File: src/rtl/seq_alu.sv
// seq_alu: multi-cycle, width-parametrised ALU for the execute stage.
//
// Add/sub and logic ops finish in one cycle. Shifts and rotates move one bit
// per cycle, and the controller stalls the pipe while busy is high.
// Results and flags are registered.
//
// Ports:
//   clk, rst         clock; asynchronous active-high reset
//   start            request, sampled only when not busy
//   op[3:0]          operation code, captured with start
//   a, b [WIDTH]     operands, captured with start
//   shamt [SHAMT_W]  shift/rotate amount, captured with start
//   cin              carry/borrow in, captured with start
//   busy             shift iterating
//   done             one-cycle pulse: y/zero/cout valid
//   y [WIDTH]        result register
//   zero             registered (y == 0)
//   cout             carry/borrow or last shifted-out bit
module seq_alu #(
    parameter int  WIDTH   = 8,
    localparam int SHAMT_W = $clog2(WIDTH)
) (
    input  logic               clk,
    input  logic               rst,
    input  logic               start,
    input  logic [3:0]         op,
    input  logic [WIDTH-1:0]   a,
    input  logic [WIDTH-1:0]   b,
    input  logic [SHAMT_W-1:0] shamt,
    input  logic               cin,
    output logic               busy,
    output logic               done,
    output logic [WIDTH-1:0]   y,
    output logic               zero,
    output logic               cout
);

    localparam logic [3:0] op_add  = 4'b0000;
    localparam logic [3:0] op_adc  = 4'b0001;
    localparam logic [3:0] op_sub  = 4'b0010;
    localparam logic [3:0] op_sbc  = 4'b0011;
    localparam logic [3:0] op_and  = 4'b0100;
    localparam logic [3:0] op_or   = 4'b0101;
    localparam logic [3:0] op_xor  = 4'b0110;
    localparam logic [3:0] op_nand = 4'b0111;
    localparam logic [3:0] op_sll  = 4'b1000;
    localparam logic [3:0] op_srl  = 4'b1001;
    localparam logic [3:0] op_rol  = 4'b1010;
    localparam logic [3:0] op_ror  = 4'b1011;
    localparam logic [3:0] op_asr  = 4'b1100;

    localparam logic [SHAMT_W-1:0] cnt_one = SHAMT_W'(1);

    typedef enum logic [1:0] {
        st_idle = 2'd0,
        st_run  = 2'd1,
        st_done = 2'd2
    } state_t;

    state_t             state, state_nxt;
    logic [SHAMT_W-1:0] cnt, cnt_nxt;
    logic [3:0]         op_r, op_nxt;
    logic [WIDTH-1:0]   y_nxt;
    logic               cout_nxt;
    logic [WIDTH:0]     sum, diff;
    logic [WIDTH:0]     step_a, step_run;

    // One shift/rotate step. Returns {bit shifted out, shifted value}.
    // For rotates the "shifted-out" bit is the one that wraps around.
    function automatic logic [WIDTH:0] shift_step(input logic [3:0] o,
                                                  input logic [WIDTH-1:0] v);
        logic [WIDTH:0] r;
        r = {1'b0, v};
        case (o)
            op_sll:  r = {v[WIDTH-1], v[WIDTH-2:0], 1'b0};
            op_srl:  r = {v[0], 1'b0, v[WIDTH-1:1]};
            op_rol:  r = {v[WIDTH-1], v[WIDTH-2:0], v[WIDTH-1]};
            op_ror:  r = {v[0], v[0], v[WIDTH-1:1]};
            op_asr:  r = {v[0], v[WIDTH-1], v[WIDTH-1:1]};
            default: r = {1'b0, v};
        endcase
        return r;
    endfunction

    // Shift group is 1000..1100; 1101..1111 are reserved.
    function automatic logic is_shift(input logic [3:0] o);
        return o[3] && (o[2:0] <= 3'd4);
    endfunction

    // WIDTH+1 bit arithmetic: bit WIDTH is the carry for add and, because the
    // subtraction wraps negative, the borrow for sub.
    assign sum  = {1'b0, a} + {1'b0, b} + {{WIDTH{1'b0}}, (op == op_adc) & cin};
    assign diff = {1'b0, a} - {1'b0, b} - {{WIDTH{1'b0}}, (op == op_sbc) & cin};

    assign step_a   = shift_step(op, a);
    assign step_run = shift_step(op_r, y);

    always_ff @(posedge clk or posedge rst) begin
        if (rst) begin
            state <= st_idle;
            y     <= '0;
            zero  <= 1'b1;
            cout  <= 1'b0;
            cnt   <= '0;
            op_r  <= '0;
        end else begin
            state <= state_nxt;
            y     <= y_nxt;
            zero  <= (y_nxt == '0);
            cout  <= cout_nxt;
            cnt   <= cnt_nxt;
            op_r  <= op_nxt;
        end
    end

    always_comb begin
        state_nxt = state;
        y_nxt     = y;
        cout_nxt  = cout;
        cnt_nxt   = cnt;
        op_nxt    = op_r;
        busy      = 1'b0;
        done      = 1'b0;

        case (state)
            st_run: begin
                // start is ignored here; nothing is queued.
                busy     = 1'b1;
                y_nxt    = step_run[WIDTH-1:0];
                cout_nxt = step_run[WIDTH];
                cnt_nxt  = cnt - cnt_one;
                if (cnt == cnt_one)
                    state_nxt = st_done;
            end
            default: begin
                // IDLE and DONE both accept, so DONE allows back-to-back ops.
                done = (state == st_done);
                if (!start) begin
                    state_nxt = st_idle;
                end else begin
                    op_nxt    = op;
                    state_nxt = st_done;
                    case (op)
                        op_add, op_adc: {cout_nxt, y_nxt} = sum;
                        op_sub, op_sbc: {cout_nxt, y_nxt} = diff;
                        op_and:         y_nxt = a & b;
                        op_or:          y_nxt = a | b;
                        op_xor:         y_nxt = a ^ b;
                        op_nand:        y_nxt = ~(a & b);
                        default: begin
                            if (is_shift(op)) begin
                                if (shamt == '0) begin
                                    y_nxt = a;          // cout held
                                end else begin
                                    y_nxt    = step_a[WIDTH-1:0];
                                    cout_nxt = step_a[WIDTH];
                                    if (shamt != cnt_one) begin
                                        // First step done now; shamt-1 remain.
                                        cnt_nxt   = shamt - cnt_one;
                                        state_nxt = st_run;
                                    end
                                end
                            end else begin
                                y_nxt = '0;             // reserved, cout held
                            end
                        end
                    endcase
                end
            end
        endcase
    end

endmodule

File: config.mk
export PLATFORM = sky130hd
export DESIGN_NAME = seq_alu
export DESIGN_NICKNAME = d
export VERILOG_FILES = /design/src/rtl/seq_alu.sv
export SDC_FILE = /design/constraint.sdc
export NUM_CORES = 1
export LEC_CHECK = 0
export CELL_PAD_IN_SITES_DETAIL_PLACEMENT = 0
export CELL_PAD_IN_SITES_GLOBAL_PLACEMENT = 1
export CORE_MARGIN = 5
export CORE_UTILIZATION = 30
export CTS_BUF_LIST = sky130_fd_sc_hd__clkbuf_8
export CTS_CLUSTER_DIAMETER = 30
export CTS_CLUSTER_SIZE = 30
export DETAILED_ROUTE_END_ITERATION = 8
export PLACE_DENSITY = 0.67
export SETUP_SLACK_MARGIN = 0.3
export SLEW_MARGIN = 10
export SYNTH_ARGS = -nofsm -noshare
export SYNTH_HDL_FRONTEND = slang
export SYNTH_SLANG_ARGS = --single-unit
File: constraint.sdc
create_clock -name clk -period 2.13 [get_ports clk]
set_input_delay 0.426 -clock clk [delete_from_list [all_inputs] [get_ports clk]]
set_output_delay 0.426 -clock clk [all_outputs]
set_load 0.01 [all_outputs]
==> summary.txt <==
Clock tree
  – Later-pin clock latency in the skew report: 260 ps
  – CTS Buf Count: 3
  – Clock sinks: 19
  – Hold buffer count at CTS: 0
  – Clock slew at reported path FFs: 70 ps
  – H-tree Lvls: 1
  – CTS tree: yes
  – Clock Path Buffers: 2
  – CTS root buf: clkbuf_8

Power and ir drop
  – Switching share of power: 42.6%
  – Max IR drop VDD: 0.000287 V
  – Part of the power in the clock network: 9.8%
  – Flop pwr share: around 26%
  – Gate power share: 64.7%
  – Leakage: ~2.0 nW
  – Internal cell power: 1.47 mW
  – Net Sw Power: 1.09 mW
  – Total power: 2.57 mW
  – PD cells: ~570 nW/um2

Synthesis
  – Flops & latches, synth: 19
  – Post-synth ARST share: 100%
  – Mapped cell area: 2930 um2
  – Post-synth cell types: 66
  – Post-synth EDFFs: 0
  – Syn avg cell area: 7.78 um2
  – Mapped Cells: 377
  – Synth warnings: 0
  – Synthesized Nets: 443
  – Dominant synthesized flop cell: dfrtp_1
  – Register area share after synthesis: 16.2%

Timing
  – Crit path setup slack, layout: -839 ps
  – Final Max Tran Viols: 0
  – Final Hold Viols: 0
  – Fin crit share: 139%
  – RSZ-0062 raised after global routing: true
  – Final setup vio count: 10
  – Worst Tran Pin Value: 601 ps
  – Hold_ws: 486 ps
  – Min Tclk post-route: slightly below 3000 ps
  – Worst slew margin: between 50% and 60%
  – Max Fclk: 337 MHz
  – Clock Skews: 5.36 ps

Global routing
  – First-pass GRT wire length: 16.1 mm
  – Initial antenna violation count: 0
  – Largest net degree at the start of global routing: 28
  – Gr usage total: 16.9%
  – Grt ovf: 0
  – Number of global-route vias before repair: 3203

Flow run
  – Max-Cap Viols: 0

Die
  – Die width: 109 um
  – FP Rows: 36
  – Initial Util: 30.4%
  – Ports: 39
  – Core area: 9640 um2
  – DIE HEIGHT: 109 um
  – Die Footprint: 11900 um2

Worst setup path
  – CP max FO: 3
  – Worst Setup End Kind: flip-flop
  – CP Launch Type: primary input
  – Slowest-stage cell, CP: or4_1
  – Slowest cell delay on critical path: 540 ps
  – Crit path cell chain: buf_6 -> buf_6 -> nor3_4 -> nand3_2 -> fa_2 -> fa_1 -> nor2b_1 -> a311oi_1 -> or4_1 -> o31ai_2 -> o211ai_1 -> nor4_1 -> nor4b_2
  – WP data required: around 2300 ps
  – Data arrival, critical path: roughly 3100 ps
  – Kind of critical path: primary input to flip-flop
  – Cell family with most CP delay: simple AND/OR/NAND/NOR gates
  – Cell mode on critical path: buf_6
  – WP buf/inv: 2

Placement
  – GPL Wtd Cong: 0.920
  – Port bufs: 38
  – Dpl hpwl: roughly 7.9 mm
  – DP Area: 4240 um2
  – Pre-CTS setup slack: -1500 ps

Status
  – Status: finished with violations
  – Failing checks: negative setup slack

Worst hold path
  – Worst min-delay path category: primary input to asynchronous set/reset pin

Routing
  – WL final: 9.81 mm
  – Vias per cell: roughly 5.2
  – Mean routed wirelength per cell: 15.3 um
  – Post-DRT Antenna Nets: 0
  – DR pass1 iterations: 5
  – # DRC: 0
  – Drt initial violations: 173
  – Via count: 3335

Finish
  – Fill count: a little under 1000
  – Diodes inserted: 0
  – Layout cells sized above 1: 33.1%
  – # nets final: 574
  – Layout area overhead: 52.9%
  – Post-route design area: 4490 um2
  – Area occupied by multi-input gates: 2440 um2
  – Seq. cell area: 477 um2
[per-stage QoR]
step / instances / TNS (ps) / utilization [%]
after floorplan: 377 / -5670 / -
after global placement: 631 / -12830 / 44.0
after detailed placement: 631 / -13240 / 44.0
after CTS: 638 / -4560 / 45.6
after global routing: 640 / -5740 / 46.5
final: 640 / -4590 / 46.5
[cell families after synthesis]
kind of cell               synth area share, %
buffers and inverters                     8.49
muxes                                     4.86
xor gates and xnor gates                  4.48
adders and majority gates                 17.7
and+or+nand+nor                           19.4
DFF                                       16.2
AOI/OAI and AO/OA                         28.8
[worst reg2reg max path, delay by kind of cell, from the launching register on]
kind / cells / cell delay, ps
simple gates: 5 / 1040
compound gates: 1 / 240
buf+inv: 2 / 280
flops: 1 / 380
[layer usage]
metal | up-vias | GRT usage [%] | wire (um)
met3 | 11 | 0.710 | 301
met2 | 64 | 28.9 | 4770
li1 | 1645 | - | -
met4 | 0 | 4.51 | 148
met5 | - | 0 | 0
met1 | 1615 | 23.1 | 4600
[layout by cell type (no fill, tap or decap), types with 7 or more instances in the layout]
cell type / Yosys / layout
nand2_1: 24 / 22
nor2_1: 22 / 20
nor2b_1: 13 / 12
xor2_1: 10 / 7
a21oi_1: 18 / 13
o21ai_0: 24 / 22
nand3_1: 10 / 8
clkdlybuf4s50_1: 0 / 28
ha_1: 35 / 32
dfrtp_1: 18 / 18
inv_1: 33 / 31
o21ai_1: 10 / 10
mux2i_1: 12 / 12
buf_4: 2 / 106
a31oi_1: 7 / 7
o211ai_1: 10 / 10
[cell type report]
cell class	instances	area share, %
inverter	35	2.93
tap	133	3.71
clock inverter	1	0.112
timing repair buffer	149	27.3
sequential	19	10.6
multi-input combinational	300	54.4
clock buffer	3	0.920
[state kept, by name (all words and copies together), names as in the netlist]
name,cells
zero,1
y,8
state,2
cnt,3
op_r,4
cout,1
[cells in the mapped netlist (7+ instances only)]
cell      instances  area [um2]
a21oi_1          18        90.1
a31oi_1           7        43.8
dfrtp_1          18         450
o21ai_0          24         120
o21ai_1          10        50.1
xor2_1           10        87.6
nand2_1          24        90.1
buf_2             7        35.0
nand2b_1          8        50.1
clkbuf_1         12        45.0
nor2_1           22        82.6
nand3_1          10        50.1
ha_1             35         438
o211ai_1         10        75.1
nor2b_1          13        81.3
mux2i_1          12         120
inv_1            33         124
nor3_1            8        40.0
[power by group through the flow]
| stage | logic [mW] | clock network (mW) | registers [mW] |
|---|---|---|---|
| final | 1.66 | 0.250 | 0.656 |
| after global routing | 1.83 | 0.266 | 0.678 |
| after CTS | 1.62 | 0.254 | 0.651 |
| after detailed placement | 1.57 | 0 | 0.655 |
| after global placement | 1.55 | 0 | 0.648 |
| after floorplan | 0.852 | 0 | 0.629 |
[path summary, 6_finish.rpt]
check / slack [ps] / start / end / cells past startpoint
setup / recovery: -840 / op[2] / zero$_DFF_PP1_ / 13
hold / removal: 490 / rst / state[1]$_DFFE_PP0P_ / 3
setup reg to reg: 90 / state[1]$_DFFE_PP0P_ / zero$_DFF_PP1_ / 8
hold reg to reg: 500 / cnt[2]$_DFFE_PP0P_ / cnt[2]$_DFFE_PP0P_ / 1
max in group asynchronous: 1370 / rst / zero$_DFF_PP1_ / 3
min in group clk: 500 / cnt[2]$_DFFE_PP0P_ / cnt[2]$_DFFE_PP0P_ / 1
[repair_timing]
item | 4_1_cts | 5_1_grt
pin swaps | 20 | 14
setup endpoints to repair | 16 | 15
setup buffers | 3 | 2
gates resized for setup | 44 | 16
gates cloned | 0 | 0
Note: power is estimated with default switching activity, not from simulation.
